File: config.mk
export PLATFORM = sky130hd
export DESIGN_NAME = la_debounce
export DESIGN_NICKNAME = d
export VERILOG_FILES = /design/src/rtl/la_debounce_pkg.sv /design/src/rtl/la_debounce_dsync.sv /design/src/rtl/la_debounce.sv
export SDC_FILE = /design/constraint.sdc
export NUM_CORES = 1
export LEC_CHECK = 0
export CAP_MARGIN = 20
export CORE_ASPECT_RATIO = 0.9
export CORE_MARGIN = 2
export CORE_UTILIZATION = 50
export DETAILED_ROUTE_END_ITERATION = 7
export PLACE_DENSITY = 0.77
export SETUP_SLACK_MARGIN = 0.15
export SKIP_CTS_REPAIR_TIMING = 1
export SLEW_MARGIN = 10
export SYNTH_ARGS = -nofsm -noshare
export SYNTH_HDL_FRONTEND = slang
export SYNTH_SLANG_ARGS = --single-unit
export TNS_END_PERCENT = 30
File: constraint.sdc
create_clock -name clk -period 2.3 [get_ports clk]
set_input_delay 0.345 -clock clk [delete_from_list [all_inputs] [get_ports clk]]
set_output_delay 0.345 -clock clk [all_outputs]
set_load 0.005 [all_outputs]
File: src/rtl/la_debounce_pkg.sv
// Shared types for the la_debounce level qualifier.
// Holds the two-state FSM encoding used by the top.
package la_debounce_pkg;

    typedef enum logic {
        ST_STABLE = 1'b0,
        ST_CHECK  = 1'b1
    } state_e;

endpackage

File: src/rtl/la_debounce_dsync.sv
// la_dsync: multi-stage level synchronizer with asynchronous active-high reset.
// Every stage resets to RSTVAL so the downstream filter sees a known level.
module la_dsync #(
    parameter string PROP   = "DEFAULT",
    parameter int    STAGES = 2,
    parameter bit    RSTVAL = 1'b0
) (
    input  logic clk,
    input  logic reset,
    input  logic in,
    output logic out
);

    logic [STAGES-1:0] r_sync;

    // Technology-specific variants currently map onto the same generic flop chain.
    generate
        if (PROP == "DEFAULT") begin : g_generic
            always_ff @(posedge clk or posedge reset) begin
                if (reset) begin
                    r_sync <= {STAGES{RSTVAL}};
                end else begin
                    r_sync <= {r_sync[STAGES-2:0], in};
                end
            end
        end else begin : g_mapped
            always_ff @(posedge clk or posedge reset) begin
                if (reset) begin
                    r_sync <= {STAGES{RSTVAL}};
                end else begin
                    r_sync <= {r_sync[STAGES-2:0], in};
                end
            end
        end
    endgenerate

    assign out = r_sync[STAGES-1];

endmodule

File: src/rtl/la_debounce.sv
// la_debounce: synchronizes an asynchronous level, qualifies it for thresh+2
// stable cycles, and publishes a clean level with one-cycle rise/fall pulses.
//
// state     | meaning
// ST_STABLE | z matches the synchronized input, nothing pending
// ST_CHECK  | synchronized input differs from z, counting stable cycles
module la_debounce
    import la_debounce_pkg::*;
#(
    parameter string PROP       = "DEFAULT",
    parameter int    SYNCSTAGES = 2,
    parameter int    CNTW       = 8,
    parameter bit    RSTVAL     = 1'b0
) (
    input  logic            clk,
    input  logic            reset,
    input  logic            en,
    input  logic [CNTW-1:0] thresh,
    input  logic            in,
    output logic            z,
    output logic            rise,
    output logic            fall,
    output logic            busy
);

    logic            w_s;
    state_e          r_state;
    state_e          w_state_nxt;
    logic [CNTW-1:0] r_cnt;
    logic [CNTW-1:0] w_cnt_nxt;
    logic            r_z;
    logic            w_z_nxt;
    logic            r_rise;
    logic            w_rise_nxt;
    logic            r_fall;
    logic            w_fall_nxt;

    la_dsync #(
        .PROP   (PROP),
        .STAGES (SYNCSTAGES),
        .RSTVAL (RSTVAL)
    ) u_dsync (
        .clk   (clk),
        .reset (reset),
        .in    (in),
        .out   (w_s)
    );

    always_ff @(posedge clk or posedge reset) begin
        if (reset) begin
            r_state <= ST_STABLE;
            r_cnt   <= '0;
            r_z     <= RSTVAL;
            r_rise  <= 1'b0;
            r_fall  <= 1'b0;
        end else begin
            r_state <= w_state_nxt;
            r_cnt   <= w_cnt_nxt;
            r_z     <= w_z_nxt;
            r_rise  <= w_rise_nxt;
            r_fall  <= w_fall_nxt;
        end
    end

    // The >= compare lets a lowered thresh finish the qualification immediately
    // and keeps cnt from ever wrapping, even with thresh at all-ones.
    always_comb begin
        w_state_nxt = r_state;
        w_cnt_nxt   = r_cnt;
        w_z_nxt     = r_z;
        w_rise_nxt  = 1'b0;
        w_fall_nxt  = 1'b0;
        if (en) begin
            case (r_state)
                ST_STABLE: begin
                    if (w_s != r_z) begin
                        w_state_nxt = ST_CHECK;
                        w_cnt_nxt   = '0;
                    end
                end
                ST_CHECK: begin
                    if (w_s == r_z) begin
                        w_state_nxt = ST_STABLE;
                        w_cnt_nxt   = '0;
                    end else if (r_cnt >= thresh) begin
                        w_state_nxt = ST_STABLE;
                        w_cnt_nxt   = '0;
                        w_z_nxt     = w_s;
                        w_rise_nxt  = w_s;
                        w_fall_nxt  = ~w_s;
                    end else begin
                        w_cnt_nxt = r_cnt + CNTW'(1);
                    end
                end
                default: begin
                    w_state_nxt = ST_STABLE;
                    w_cnt_nxt   = '0;
                end
            endcase
        end
    end

    always_comb begin
        z    = r_z;
        rise = r_rise;
        fall = r_fall;
        busy = (r_state == ST_CHECK);
    end

endmodule
Word level (Yosys, flattened, before mapping)
Cells that the tools add are included.
{"block": "op_classes", "n_eq_ne": 3, "muxes": 16, "add_sub_neg": 1, "n_reduce_logical": 2, "n_lt_le_gt_ge": 1, "bitwise_logic": 3}
{"op": "two-way mux 8 bit", "count": 3}
{"op": "one-hot mux 8 bit (2 select lines)", "count": 1}
{"op": "two-way mux 1 bit", "count": 11}
{"op": "adder 8 x 1 -> 8 bit, second input constant", "count": 1}
{"op": ">= comparator 8 bit", "count": 1}
{"op": "AND reduction 4 bit", "count": 1}
{"op": "inverter 1 bit", "count": 3}
{"op": "!= test 2 bit, second input constant", "count": 1}
{"op": "one-hot mux 1 bit (2 select lines)", "count": 1}
{"op": "AND reduction 2 bit", "count": 1}
{"op": "equality test 1 bit", "count": 1}
{"op": "!= test 1 bit", "count": 1}
{"block": "word_totals", "in_bits": 12, "out_inout_bits": 4, "ff_bits": 14}

Longest topological paths before layout
Gate-level depths: netlist of run 1.
{"block": "depth", "ltp_word": 5, "ltp_mapped": 7}

Hierarchy
Synthesis of run 1 repeated with hierarchy kept, for this count alone.
{"block": "hier_totals", "cells_unflattened": 94, "hier_area_um2": 880.8}
{"module": "la_debounce", "seq_area_each_um2": 300.3, "n_inst": 1, "area_each_um2": 827.0, "cells_each": 91}
{"module": "la_dsync", "seq_area_each_um2": 50.0, "n_inst": 1, "area_each_um2": 53.8, "cells_each": 3}

Worst setup path before layout of run 1
OpenSTA, ideal clock, no wires.
{"block": "synth_path", "kind": "reg2reg", "from": "register r_cnt[2]", "to": "register r_z, in the netlist z", "slack_ps": 523, "period_less_slack_ps": 1777, "path_buffers": 0, "stages_incl_launch_ff": 7, "arrival_time_ps": 1652, "cell_sequence": "dfrtp_1 ha_1 a211oi_1 o21ai_2 a21oi_1 nor2_1 mux2_2"}
{"block": "synth_between", "elab_chain_len": 2}
{"item": "start: declaration", "line_no": "la_debounce.sv:29", "text": "logic [CNTW-1:0] r_cnt;"}
{"item": "start signal: assignment", "line_no": "la_debounce.sv:58", "text": "r_cnt <= w_cnt_nxt;"}
{"item": ">= comparator 8 bit", "line_no": "la_debounce.sv:85", "text": "end else if (r_cnt >= thresh) begin"}
{"item": "AND reduction 4 bit (no line)"}
{"item": "end signal: assignment", "line_no": "la_debounce.sv:59", "text": "r_z <= w_z_nxt;"}
{"item": "end: declaration", "line_no": "la_debounce.sv:31", "text": "logic r_z;"}
No other way between the ends.
A chain may end at the register's enable or synchronous reset.

Final worst setup path of run 1
{"block": "layout_path", "from": "input thresh[2]", "to": "register r_z, in the netlist z"}
{"block": "layout_between", "elab_chain_len": 2}
{"item": "start: declaration", "line_no": "la_debounce.sv:18", "text": "input logic [CNTW-1:0] thresh,"}
{"item": ">= comparator 8 bit", "line_no": "la_debounce.sv:85"}
{"item": "AND reduction 4 bit (no line)"}
No other way between the ends.

==> metrics, run 1 <==
Fin. Hold Viols=0; row count=14; vias in the first global route=639; total CTS buffers=3; Max VDD drop=0.000428 V; status=complete, no violations; # nets final=132; CTS H-Tree Depth=1; DRT Pass-1 Iters=4; Inserted Diodes=0; final WL=1520 um; gr usage total=18.0%; top cells by area, synth=dfrtp_1 41%, ha_1 13%, a22o_1 5.1%; maxcap violations=0; routed length per instance=11.4 um; top_reg_cell synth=dfrtp_1; Seq/Total Area, Yosys=40.5%; GPL Wtd Cong=0.813; largest net degree at the start of global routing=15; clock power share=32.5%; die width=47.8 um; Placeable Area=1650 um2; total congestion overflow=0; switching share of power=24.1%; Worst Skew=0.00157 ns; hold_ws=0.360 ns; Yosys reg bits=14; PortBufs=15; Post-Synthesis Cells=90; Via density=5.12; Setup TNS=0 ns; WP data arrival=2.09 ns; most common cell after layout, fill and taps aside=clkdlybuf4s50_1; Pint=0.000395 W; Cell Area, Synth=865 um2; share of layout cells above drive strength 1=10.0%; # clock sinks=14; later-pin clock latency in the skew report=0.27 ns; DRT antenna net count=0; Final Setup Violations=0; syn_area_per_cell=9.61 um2; min-delay worst type=flop to flop; CTS Buffer Depth=2; CTS clk-pin slew, worst paths=0.08 ns; FFs w/ async S/R, synth=100%; First DRT Iteration DRCs=12; kind of critical path=input pin to flop; crit end category=flop; Comb power frac=16.7%; static leakage=0.521 nW; Die Ht=43.5 um; Reg power frac=50.8%; period utilisation layout=83.7%; fmax=519 MHz; HPWL Detailed=1270 um; highest-count cells in the layout ignoring fill and taps=15 x clkdlybuf4s50_1, 14 x dfrtp_1, 10 x inv_1, 9 x ha_1, 8 x nand2_1; total power=0.000520 W; Initial Util=52.5%; number of flops mapped to enable cells by yosys=0; Req. time, crit path=2.46 ns; IO Pins=16; min Tclk post-route=1.93 ns; TritonCTS clock tree=yes; via count=686; Slew HR=62.5%; PwrDens=477 nW/um2; RSZ-0062 raised after global routing=false; full die area=2080 um2; Final Max Tran Viols=0; DRC=0; Mapped Nets=111; critical path fanouts, max=3; Synth warnings=0; Synth area leader=dfrtp_1; Distinct cells, synth=28; CTS Root Cell=clkbuf_4; final core occ=66.1%; antenna violations before repair=0; global-route wire length before repair=2680 um; Worst Tran Pin Value=0.559 ns; startpoint types=input pin; Layout Area Growth over Synthesis=25.9%; switching pwr=0.000125 W; Synth top area share=40.5%
cell families (layout without fill, tap and decap cells):
| family | after synthesis | count (layout) | synth area share, % |
|---|---|---|---|
| AO/OA/AOI/OAI | 27 | 27 | 22.3 |
| flip-flops | 14 | 14 | 40.5 |
| multiplexers | 1 | 1 | 1.30 |
| buffers and inverters | 10 | 30 | 4.34 |
| AND/OR/NAND/NOR | 28 | 28 | 16.6 |
| XOR/XNOR | 1 | 1 | 1.88 |
| adder cells (fa/ha/maj) | 9 | 9 | 13.0 |
registers in the layout, summed over array words and instances (netlist names):
register / count
r_cnt: 8
u_dsync.r_sync: 2
busy: 1
fall: 1
rise: 1
z: 1
critical path: stages:
cell	delay (ns)
clkdlybuf4s50_1	0.45
inv_1	0.04
ha_1	0.29
a211oi_1	0.28
o21ai_2	0.12
a21oi_1	0.22
nor2_1	0.08
mux2_2	0.26
power by group through the flow:
| stage | registers, W | logic, W | clock network, W |
|---|---|---|---|
| final | 0.000264 | 0.0000867 | 0.000169 |
| after global routing | 0.000266 | 0.0000978 | 0.000188 |
| after CTS | 0.000264 | 0.0000879 | 0.000179 |
| after detailed placement | 0.000269 | 0.0000875 | 0 |
| after global placement | 0.000269 | 0.0000845 | 0 |
| after floorplan | 0.000267 | 0.0000514 | 0 |
per-stage QoR:
stage,cells,area (um2),setup slack (ns)
global placement,130,1050,0.110
detailed placement,130,1050,0.0920
global route,134,1090,0.257
floorplan,90,865,0.523
finish,134,1090,0.375
CTS,134,1090,0.392
metal layers:
layer	part of all wire (%)	GRT usage (%)
met5	0	0
met2	45	25.9
met3	5.0	7.50
met1	50	26.7
met4	0	1.62
area by class of cell:
class                      instances  area (um2)
fill                             138         558
multi-input combinational         66         477
sequential                        14         350
timing repair buffer              16         158
inverter                          10        37.5
clock buffer                       4        36.3
tap                               24        30.0
cells in the mapped netlist (all sizes together), types with 2 or more instances:
cell type	n
a21o	2
a21oi	4
a22o	5
and2b	2
dfrtp	14
ha	9
inv	10
nand2	8
nand3	5
nor2	7
nor3	2
nor4b	2
o21ai	9
path summary, 6_finish.rpt:
path	cells past startpoint	slack, ns	endpoint	start
setup / recovery	8	0.37	z	thresh[2]
hold / removal	0	0.36	u_dsync.r_sync[1]	u_dsync.r_sync[0]
setup reg to reg	6	0.49	z	r_cnt[2]
hold reg to reg	0	0.36	u_dsync.r_sync[1]	u_dsync.r_sync[0]
max in group asynchronous	2	1.56	r_cnt[5]	reset
min in group asynchronous	2	0.40	busy	reset
Power figures use the tool's default switching activity.
==> inputs of run 2 (changes only) <==
--- a/config.mk
+++ b/config.mk
@@ -8,9 +8,9 @@
 export CAP_MARGIN = 20
 export CORE_ASPECT_RATIO = 0.9
 export CORE_MARGIN = 2
-export CORE_UTILIZATION = 50
+export CORE_UTILIZATION = 45
 export DETAILED_ROUTE_END_ITERATION = 7
-export PLACE_DENSITY = 0.77
+export PLACE_DENSITY = 0.73
 export SETUP_SLACK_MARGIN = 0.15
 export SKIP_CTS_REPAIR_TIMING = 1
 export SLEW_MARGIN = 10
==> constraint.sdc (replaced) <==
create_clock -name clk -period 1.6 [get_ports clk]
set_input_delay 0.24 -clock clk [delete_from_list [all_inputs] [get_ports clk]]
set_output_delay 0.24 -clock clk [all_outputs]
set_load 0.005 [all_outputs]
==> run 2 against run 1 <==
The run now ends with setup timing left. Die area increased by 10%. Count of clock-buffer cells in the layout unchanged. Hold slack got worse by 0.076 ns. Routed wire length increased by 26%. Critical path depth unchanged. Sequential power increased by 42%. Cell area increased by 21%. Clock skew increased by 0.0029 ns. Sequential share of layout area decreased by 5.6 points. Core utilization increased by 4.8 points. Worst setup slack got worse by 0.47 ns.
==> metrics, run 2 (synthesis gave the netlist of run 1 again) <==
most flop-heavy register=r_cnt; WP data arrival=1.88 ns (-0.21 ns); RR Endpoint=z; DRT antenna net count=0 (unchanged); number of flip-flops under the largest register name=8 (unchanged); vias in the first global route=687 (+7.5%); Req. time, crit path=1.78 ns (-0.68 ns); CTS H-Tree Depth=1 (unchanged); failing checks=setup timing; global-route wire length before repair=2930 um (+9.2%); Via density=5.32 (+3.8%); Inserted Diodes=0 (unchanged); TritonCTS clock tree=yes; CTS Root Cell=clkbuf_4; largest registers=r_cnt x8, u_dsync.r_sync x2; slowest CP cell=clkdlybuf4s50_1; worst slack at placement=-0.494 ns (-0.586 ns); Worst Setup Slack, final=-0.0952 ns (-0.470 ns); r2r worst-path depth=6 (unchanged); status=finished with violations; PwrDens=610 nW/um2 (+28%); antenna violations before repair=0 (unchanged); most common cell after layout, fill and taps aside=dfrtp_1; CTS Buffer Depth=2 (unchanged); Layout Area Growth over Synthesis=52.4%; PortBufs=15 (unchanged); total CTS buffers=3 (unchanged); routed length per instance=13.2 um (+16%); final WL=1930 um (+26%); reg-to-reg slack, setup=-0.08 ns (-0.57 ns); row count=15 (+1); Placeable Area=1860 um2 (+13%); CP Launch Point=thresh[6]; full die area=2290 um2 (+10%); DRC=0 (unchanged); Fin. Hold Viols=0 (unchanged); largest net degree at the start of global routing=15 (unchanged); Final Setup Violations=6 (+6); # nets final=143 (+8.3%); total power=0.000804 W (+55%); dpl cells=141 (+8.5%); highest-count cells in the layout ignoring fill and taps=14 x dfrtp_1, 11 x buf_4, 9 x clkdlybuf4s50_1, 7 x inv_1, 7 x nand2_1; Max VDD drop=0.000560 V (+31%); critical path fanouts, max=3 (unchanged); HPWL Detailed=1470 um (+15%); CTS clk-pin slew, worst paths=0.09 ns (about the same); gr usage total=17.6% (-0.39 points); via count=776 (+13%); share of layout cells above drive strength 1=35.5% (+26 points); IO Pins=16 (unchanged); Worst Skew=0.00445 ns (+0.00288 ns); First DRT Iteration DRCs=13 (+1); # clock sinks=14 (unchanged); Final Max Tran Viols=0 (unchanged); static leakage=0.644 nW (+24%); DRT Pass-1 Iters=4 (unchanged); maxcap violations=0 (unchanged); Initial Util=46.5% (-6.0 points); startpoint types=input pin; total congestion overflow=0 (unchanged); Worst Tran Pin Value=0.533 ns (-0.0259 ns); final cell count without fillers=146 (+9.0%); min Tclk post-route=1.70 ns; slowest cell delay on critical path=0.46 ns (about the same); placed inst area=1150 um2 (+9.8%); CP Buf/Inv Count=2 (unchanged); worst path cell trace=clkdlybuf4s50_1, inv_1, ha_4, nand2_2, o2111a_1, a21boi_1, a21o_2, a22o_1; reg2reg start=r_cnt[2]; min-delay worst type=input pin to async pin; later-pin clock latency in the skew report=0.29 ns (+0.02 ns); kind of critical path=input pin to flop; fmax=590 MHz; period utilisation layout=106%; RSZ-0062 raised after global routing=true; die width=50.2 um (+5.0%); GPL Wtd Cong=0.801 (-1.5%); Worst path top cell family by delay=compound AO/OA/AOI/OAI gates; final core occ=70.9% (+4.8 points); Slew HR=64.4% (+1.9 points); Die Ht=45.6 um (+4.9%); fin area=1320 um2 (+21%); crit end category=flop
-- run 2: how the worst max path moves through the flow --
stage,endpoint,slack [ns],cells after the start
2_1_floorplan,r_cnt[6],0.003,6
3_3_place_gp,r_cnt[5],-0.50,8
3_5_place_dp,r_cnt[4],-0.49,8
4_1_cts,r_cnt[4],-0.20,8
5_1_grt,r_cnt[2],-0.15,6
6_report,r_cnt[6],-0.1,8
-- run 2: area by class of cell --
class	instances	area, um2
flip-flops and latches	14	350
repair buffers	27	259
multi-input cells	66	603
clock buffers	4	36.3
fillers	126	541
inverters	10	37.5
well taps	25	31.3
-- run 2: stage by stage --
stage / hold slack, ns / setup TNS [ns]
after floorplan: 0.129 / 0
after global placement: 0.335 / -4.83
after detailed placement: 0.342 / -5.03
after CTS: 0.304 / -1.51
after global routing: 0.345 / -1.21
final: 0.285 / -0.451
-- run 2: layer usage --
metal / wire length (um) / GRT usage (%) / vias to the layer above / part of all wire [%]
met5: 0 / 0 / - / 0
met4: 33 / 8.33 / 0 / 1.7
met3: 56 / 1.97 / 5 / 2.9
met2: 940 / 29.7 / 19 / 49
met1: 894 / 23.1 / 368 / 46
li1: - / - / 384 / -
-- run 2: power by group --
part           internal, W  switching (W)  total [W]  leakage, nW
combinational    0.0000838      0.0000814   0.000165        0.435
sequential        0.000365      0.0000106   0.000375        0.188
clock             0.000139       0.000125   0.000263       0.0210
total             0.000587       0.000217   0.000804        0.644
-- run 2: worst reg2reg max path, cell delays in order, from the launching register on --
cell and delay (ns):
dfrtp_1 0.42, ha_4 0.26, a211oi_4 0.23, o21ai_4 0.10
a21oi_2 0.20, nor2_2 0.07, mux2_4 0.29
